$ cat src/rtl/io_latch_pkg.sv
// Shared types and helpers for the Z80 I/O latch sequencer.
// FSM encoding, strobe idle levels and select-width helper.
package io_latch_pkg;

    typedef enum logic [2:0] {
        IDLE,
        WR_WAIT,
        WR_STROBE,
        HOLD,
        RD_DRIVE,
        IGNORE
    } state_t;

    localparam logic LE_OFF = 1'b0;
    localparam logic OE_OFF = 1'b1;

    function automatic int sel_width(input int n);
        return (n > 1) ? $clog2(n) : 1;
    endfunction

endpackage

$ cat src/rtl/io_latch_ctrl_sync.sv
// Two-flop synchronizer for the asynchronous Z80 strobes.
// Resets to the inactive (high) level.
module io_sync2 (
    input  logic clk,
    input  logic rst,
    input  logic d,
    output logic q
);

    logic meta;

    always_ff @(posedge clk or posedge rst) begin
        if (rst) begin
            meta <= 1'b1;
            q    <= 1'b1;
        end else begin
            meta <= d;
            q    <= meta;
        end
    end

endmodule

$ cat src/rtl/io_latch_ctrl.sv
// Z80 I/O-cycle sequencer driving latch-bank LE/OE strobes and WAIT.
// Wait-state generation is built only when IO_LATCH_WAIT_EN is defined.
module io_latch_ctrl
    import io_latch_pkg::*;
#(
    parameter int         NUM_PORTS   = 4,
    parameter logic [7:0] BASE_ADDR   = 8'h40,
    parameter int         WAIT_CYCLES = 2,
    parameter int         LE_PULSE    = 1
) (
    input  logic                 CLK,
    input  logic                 RESET_H,
    input  logic [7:0]           ADDR,
    input  logic                 IORQ_L,
    input  logic                 RD_L,
    input  logic                 WR_L,
    input  logic                 M1_L,
    output logic [NUM_PORTS-1:0] LE_H,
    output logic [NUM_PORTS-1:0] OE_L,
    output logic                 WAIT_L,
    output logic                 BUS_DIR_H,
    output logic                 ERR_H
);

    localparam int SW = sel_width(NUM_PORTS);
`ifdef IO_LATCH_WAIT_EN
    localparam int WC = WAIT_CYCLES;
`else
    // No wait states: writes strobe straight away.
    localparam int WC = WAIT_CYCLES * 0;
`endif
    localparam logic [3:0] WR_LAST = 4'(WC > 0 ? WC - 1 : 0);
    localparam logic [3:0] LE_LAST = 4'(LE_PULSE - 1);

    logic iorq_l_s, rd_l_s, wr_l_s, m1_l_s;

    io_sync2 u_sync_iorq (.clk(CLK), .rst(RESET_H), .d(IORQ_L), .q(iorq_l_s));
    io_sync2 u_sync_rd   (.clk(CLK), .rst(RESET_H), .d(RD_L),   .q(rd_l_s));
    io_sync2 u_sync_wr   (.clk(CLK), .rst(RESET_H), .d(WR_L),   .q(wr_l_s));
    io_sync2 u_sync_m1   (.clk(CLK), .rst(RESET_H), .d(M1_L),   .q(m1_l_s));

    state_t          state, state_nx;
    logic [3:0]      cnt, cnt_nx;
    logic [SW-1:0]   sel_q;
    logic            err_pend, err_pend_nx;

    logic            req, hit, rd_exit, rd_stay;
    logic [SW-1:0]   sel_d;

    assign req     = !iorq_l_s && m1_l_s;
    assign hit     = ({1'b0, ADDR} >= 9'(BASE_ADDR)) &&
                     ({1'b0, ADDR} <  9'(int'(BASE_ADDR) + NUM_PORTS));
    assign sel_d   = SW'(ADDR - BASE_ADDR);
    assign rd_exit = iorq_l_s || rd_l_s;
    assign rd_stay = (state == RD_DRIVE) && !rd_exit;

    always_comb begin
        state_nx    = state;
        cnt_nx      = cnt;
        err_pend_nx = 1'b0;
        unique case (state)
            IDLE: begin
                if (req) begin
                    cnt_nx = '0;
                    if (!rd_l_s && !wr_l_s) begin
                        err_pend_nx = 1'b1;
                        state_nx    = IGNORE;
                    end else if (!wr_l_s && hit) begin
                        state_nx = (WC == 0) ? WR_STROBE : WR_WAIT;
                    end else if (!rd_l_s && hit) begin
                        state_nx = RD_DRIVE;
                    end else begin
                        state_nx = IGNORE;
                    end
                end
            end
            WR_WAIT: begin
                if (cnt == WR_LAST) begin
                    state_nx = WR_STROBE;
                    cnt_nx   = '0;
                end else begin
                    cnt_nx = cnt + 4'd1;
                end
            end
            WR_STROBE: begin
                // An early IORQ release skips HOLD once the pulse is done.
                if (cnt == LE_LAST) begin
                    state_nx = iorq_l_s ? IDLE : HOLD;
                    cnt_nx   = '0;
                end else begin
                    cnt_nx = cnt + 4'd1;
                end
            end
            RD_DRIVE: begin
                if (rd_exit) begin
                    state_nx = IDLE;
                end else if (cnt != 4'hf) begin
                    cnt_nx = cnt + 4'd1;
                end
            end
            HOLD, IGNORE: begin
                if (iorq_l_s) begin
                    state_nx = IDLE;
                end
            end
            default: state_nx = IDLE;
        endcase
    end

    logic [NUM_PORTS-1:0] le_d, oe_d;
    logic                 wait_d;

    always_comb begin
        le_d = {NUM_PORTS{LE_OFF}};
        oe_d = {NUM_PORTS{OE_OFF}};
        for (int i = 0; i < NUM_PORTS; i++) begin
            if (sel_q == SW'(i)) begin
                le_d[i] = (state == WR_STROBE);
                oe_d[i] = !rd_stay;
            end
        end
`ifdef IO_LATCH_WAIT_EN
        wait_d = !((state == WR_WAIT) || (state == WR_STROBE) ||
                   (rd_stay && (cnt < 4'(WC))));
`else
        wait_d = 1'b1;
`endif
    end

    always_ff @(posedge CLK or posedge RESET_H) begin
        if (RESET_H) begin
            state     <= IDLE;
            cnt       <= '0;
            sel_q     <= '0;
            err_pend  <= 1'b0;
            LE_H      <= {NUM_PORTS{LE_OFF}};
            OE_L      <= {NUM_PORTS{OE_OFF}};
            WAIT_L    <= 1'b1;
            BUS_DIR_H <= 1'b0;
            ERR_H     <= 1'b0;
        end else begin
            state     <= state_nx;
            cnt       <= cnt_nx;
            err_pend  <= err_pend_nx;
            if (state == IDLE && req) begin
                sel_q <= sel_d;
            end
            LE_H      <= le_d;
            OE_L      <= oe_d;
            WAIT_L    <= wait_d;
            BUS_DIR_H <= rd_stay;
            ERR_H     <= err_pend;
        end
    end

endmodule

$ cat config.mk
export PLATFORM = sky130hd
export DESIGN_NAME = io_latch_ctrl
export DESIGN_NICKNAME = d
export VERILOG_FILES = /design/src/rtl/io_latch_pkg.sv /design/src/rtl/io_latch_ctrl_sync.sv /design/src/rtl/io_latch_ctrl.sv
export SDC_FILE = /design/constraint.sdc
export NUM_CORES = 1
export LEC_CHECK = 0
export CAP_MARGIN = 0
export CORE_MARGIN = 3
export CORE_UTILIZATION = 65
export CTS_CLUSTER_DIAMETER = 200
export CTS_CLUSTER_SIZE = 20
export DETAILED_ROUTE_END_ITERATION = 10
export DONT_BUFFER_PORTS = 1
export GPL_TIMING_DRIVEN = 0
export PLACE_DENSITY = 0.81
export SYNTH_ARGS = -nofsm -noshare
export SYNTH_HDL_FRONTEND = slang
export SYNTH_SLANG_ARGS = --single-unit
$ cat constraint.sdc
create_clock -name CLK -period 3.76 [get_ports CLK]
set_input_delay 0.752 -clock CLK [delete_from_list [all_inputs] [get_ports CLK]]
set_output_delay 0.752 -clock CLK [all_outputs]
set_load 0.1 [all_outputs]
==> summary.md <==
| Metric | Value |
|---|---|
| Outcome | finished clean |
| Most frequent cell after synthesis | dfrtp_1 |
| DRC Markers | 0 |
| Mapped Cells | 110 |
| Leakage | 0.606 nW |
| GR Util All Layers | 0.200 |
| Postcts setup bufs | 0 |
| Longest Clk Path Bufs | 2 |
| Dpl hpwl | 1650 µm |
| CP startpoint | LE_H[2] |
| Hold path startpoint | u_sync_iorq.meta |
| Post-DRT Antenna Nets | 0 |
| R2r startpoint | cnt[0] |
| CP Capture Type | primary output |
| Fin crit period | 2.01 ns |
| Final Non-Filler Cells | 139 |
| # setup viols final | 0 |
| Skew final | around 0.0057 ns |
| RSZ-0062 raised after global routing | no |
| IO Port Bufs | 0 |
| First-pass GRT wire length | 3860 µm |
| FF-to-FF End | cnt[3] |
| Vias | about 850 |
| TNS Setup | 0 ns |
| Core footprint | ~1800 µm² |
| Final GP Congestion | 0.847 |
| Root Driver | clkbuf_4 |
| Syn Nets | 126 |
| Share of cells above drive strength 1 | 0.316 |
| Die area | 2630 µm² |
| Avg WL per Cell | 16.0 µm |
| Vias in the first global route | 877 |
| Cell Rows | 15 |
| Worst skew pair latency | 0.32 ns |
| Sequential fraction of the synthesis area | 0.538 |
| Max-slew violations | 0 |
| Top FF cell, synth | dfrtp_1 |
| Power density cells | 653 nW/µm² |
| WHS Path Cells | 0 |
| Max-cap violation count | 0 |
| Effective utilization at floorplan | 0.731 |
| Area occupied by multi-input gates | around 550 µm² |
| I/O pin total | 25 |
| Largest net degree at the start of global routing | 29 |
| Placed cell count | between 100 and 150 |
| WP data required | 3.01 ns |
| Drt first pass iters | 4 |
| CTS tree | built |
| Most area-consuming cells after synthesis | dfrtp_1 30%, dfstp_2 24%, o21ai_0 2.3% |
| ANT cells | 0 |
| Sink Count | 28 |
| Worst hold path type | register to register |
| Starting DRT DRC Count | 13 |
| Die Ht | 51.2 µm |
| Final wirelength | about 2200 µm |
| CP startpoint kind | register |
| Cell accounting for the most synthesized area | dfrtp_1 |
| Via/cell ratio | 6.12 |
| Ys async rst share | 1.00 |
| Worst reg2reg path depth | 6 |
| Initial antenna violation count | 0 |
| Synth cell types | 49 |
| Slew headroom | 0.344 |
| Synth-to-layout area growth | 6.30% |
| CP Class | register to primary output |
| Worst-Margin Slew | 0.983 ns |
| Die width | 51.2 µm |
| Worst path arrival time | 1.26 ns |
| Count of hold buffers inserted by post-cts repair | 0 |
| Nets | 131 |
| Synth Area per Inst | around 12 µm² |
| Post-synth top area share | 0.301 |
| Worst-path clk slew | 0.14 ns |
| Yosys warning count | 0 |
| Reg-to-reg slack, setup | 2.03 ns |
| Register Area | 716 µm² |
| Grt ovf | 0 |
| Fmax | 497 MHz |
| Hold_ws | about 0.37 ns |
| Number of synthesized flops with an enable pin | 0 |
| Worst hold endpoint | u_sync_iorq.q |
| Synth Cell Area | about 1300 µm² |
| Final period util | 0.535 |
| Top post-synthesis cells by count | 16 x dfrtp_1, 12 x dfstp_2, 6 x nor2_1, 6 x o21ai_0, 5 x inv_1 |
| H-tree Lvls | 1 |
| #FFs+latches synth | 28 |
| Fill count | 129 |
| Inserted Clock Buffers | 3 |
| Crit Path Max Fanout | 1 |
| Max IR drop VDD | between 0.0004 and 0.0005 V |
| Post_cts resized | 0 |
| Hold Fails Final Rpt | 0 |
-- area by class of cell --
| cell class | instances | share of cell area |
|---|---|---|
| Sequential cell | 28 | 0.506 |
| Multi-Input combinational cell | 70 | 0.388 |
| Buffer | 7 | 0.0336 |
| Tap cell | 25 | 0.0221 |
| Clock inverter | 1 | 0.0212 |
| Clock buffer | 3 | 0.0159 |
| Inverter | 5 | 0.0133 |
-- worst max path at each step --
stage / endpoint / depth (start not counted) / slack [ns]
global route: LE_H[1] / 0 / 1.71
floorplan: BUS_DIR_H / 0 / 2.12
finish: LE_H[2] / 0 / 1.75
detailed placement: cnt[3] / 6 / 2.06
CTS: LE_H[2] / 0 / 1.73
global placement: cnt[3] / 6 / 2.11
-- registers in the layout, indices dropped and copies added (netlist names) --
register	count
LE_H	4
OE_L	4
cnt	4
state	3
sel_q	2
BUS_DIR_H	1
ERR_H	1
err_pend	1
u_sync_iorq.meta	1
u_sync_iorq.q	1
u_sync_m1.meta	1
u_sync_m1.q	1
u_sync_rd.meta	1
u_sync_rd.q	1
u_sync_wr.meta	1
u_sync_wr.q	1
-- metrics by stage --
stage / setup slack [ns] / cell area [µm²] / util / total power, W
floorplan: 2.12 / 1330 / - / 0.000683
global placement: 2.11 / 1360 / 0.748 / 0.000720
detailed placement: 2.06 / 1360 / 0.748 / 0.000737
CTS: 1.73 / 1410 / 0.777 / 0.000926
global route: 1.71 / 1410 / 0.777 / 0.000975
finish: 1.75 / 1410 / 0.777 / 0.000924
-- kinds of logic after synthesis --
logic type	Yosys count	synth area share
buffers and inverters	12	0.0499
flip-flops	28	0.538
other	1	0.00282
XOR/XNOR	1	0.00659
adder cells (fa/ha/maj)	2	0.0188
AND/OR/NAND/NOR	39	0.214
AO/OA/AOI/OAI	23	0.138
multiplexers	4	0.0320
-- power by group --
| part | total [W] | switching (W) | internal (W) |
|---|---|---|---|
| sequential | 0.000431 | 0.0000865 | 0.000345 |
| clock | 0.000190 | 0.0000823 | 0.000108 |
| combinational | 0.000302 | 0.000171 | 0.000131 |
| total | 0.000924 | 0.000340 | 0.000584 |
-- cell usage in the layout (no fill, tap or decap), types with 2 or more instances in the layout --
master,instances
nand2_1,4
buf_2,2
nor2_1,6
dfstp_2,12
mux2i_1,2
buf_1,2
nand3_1,2
dfrtp_1,16
o21ai_0,6
buf_6,2
nand3b_1,2
mux2_2,2
clkbuf_4,3
a21oi_1,3
nor3b_1,4
inv_1,5
a21o_1,2
ha_1,2
or3b_4,2
nor2b_1,4
-- metal layers --
layer / part of all wire / vias up / GRT usage
met5: 0 / - / 0
met4: 0.011 / 0 / 0.0655
met3: 0.068 / 4 / 0.0350
met2: 0.51 / 35 / 0.356
met1: 0.41 / 418 / 0.246
li1: - / 394 / -
Note: power is estimated with default switching activity, not from simulation.
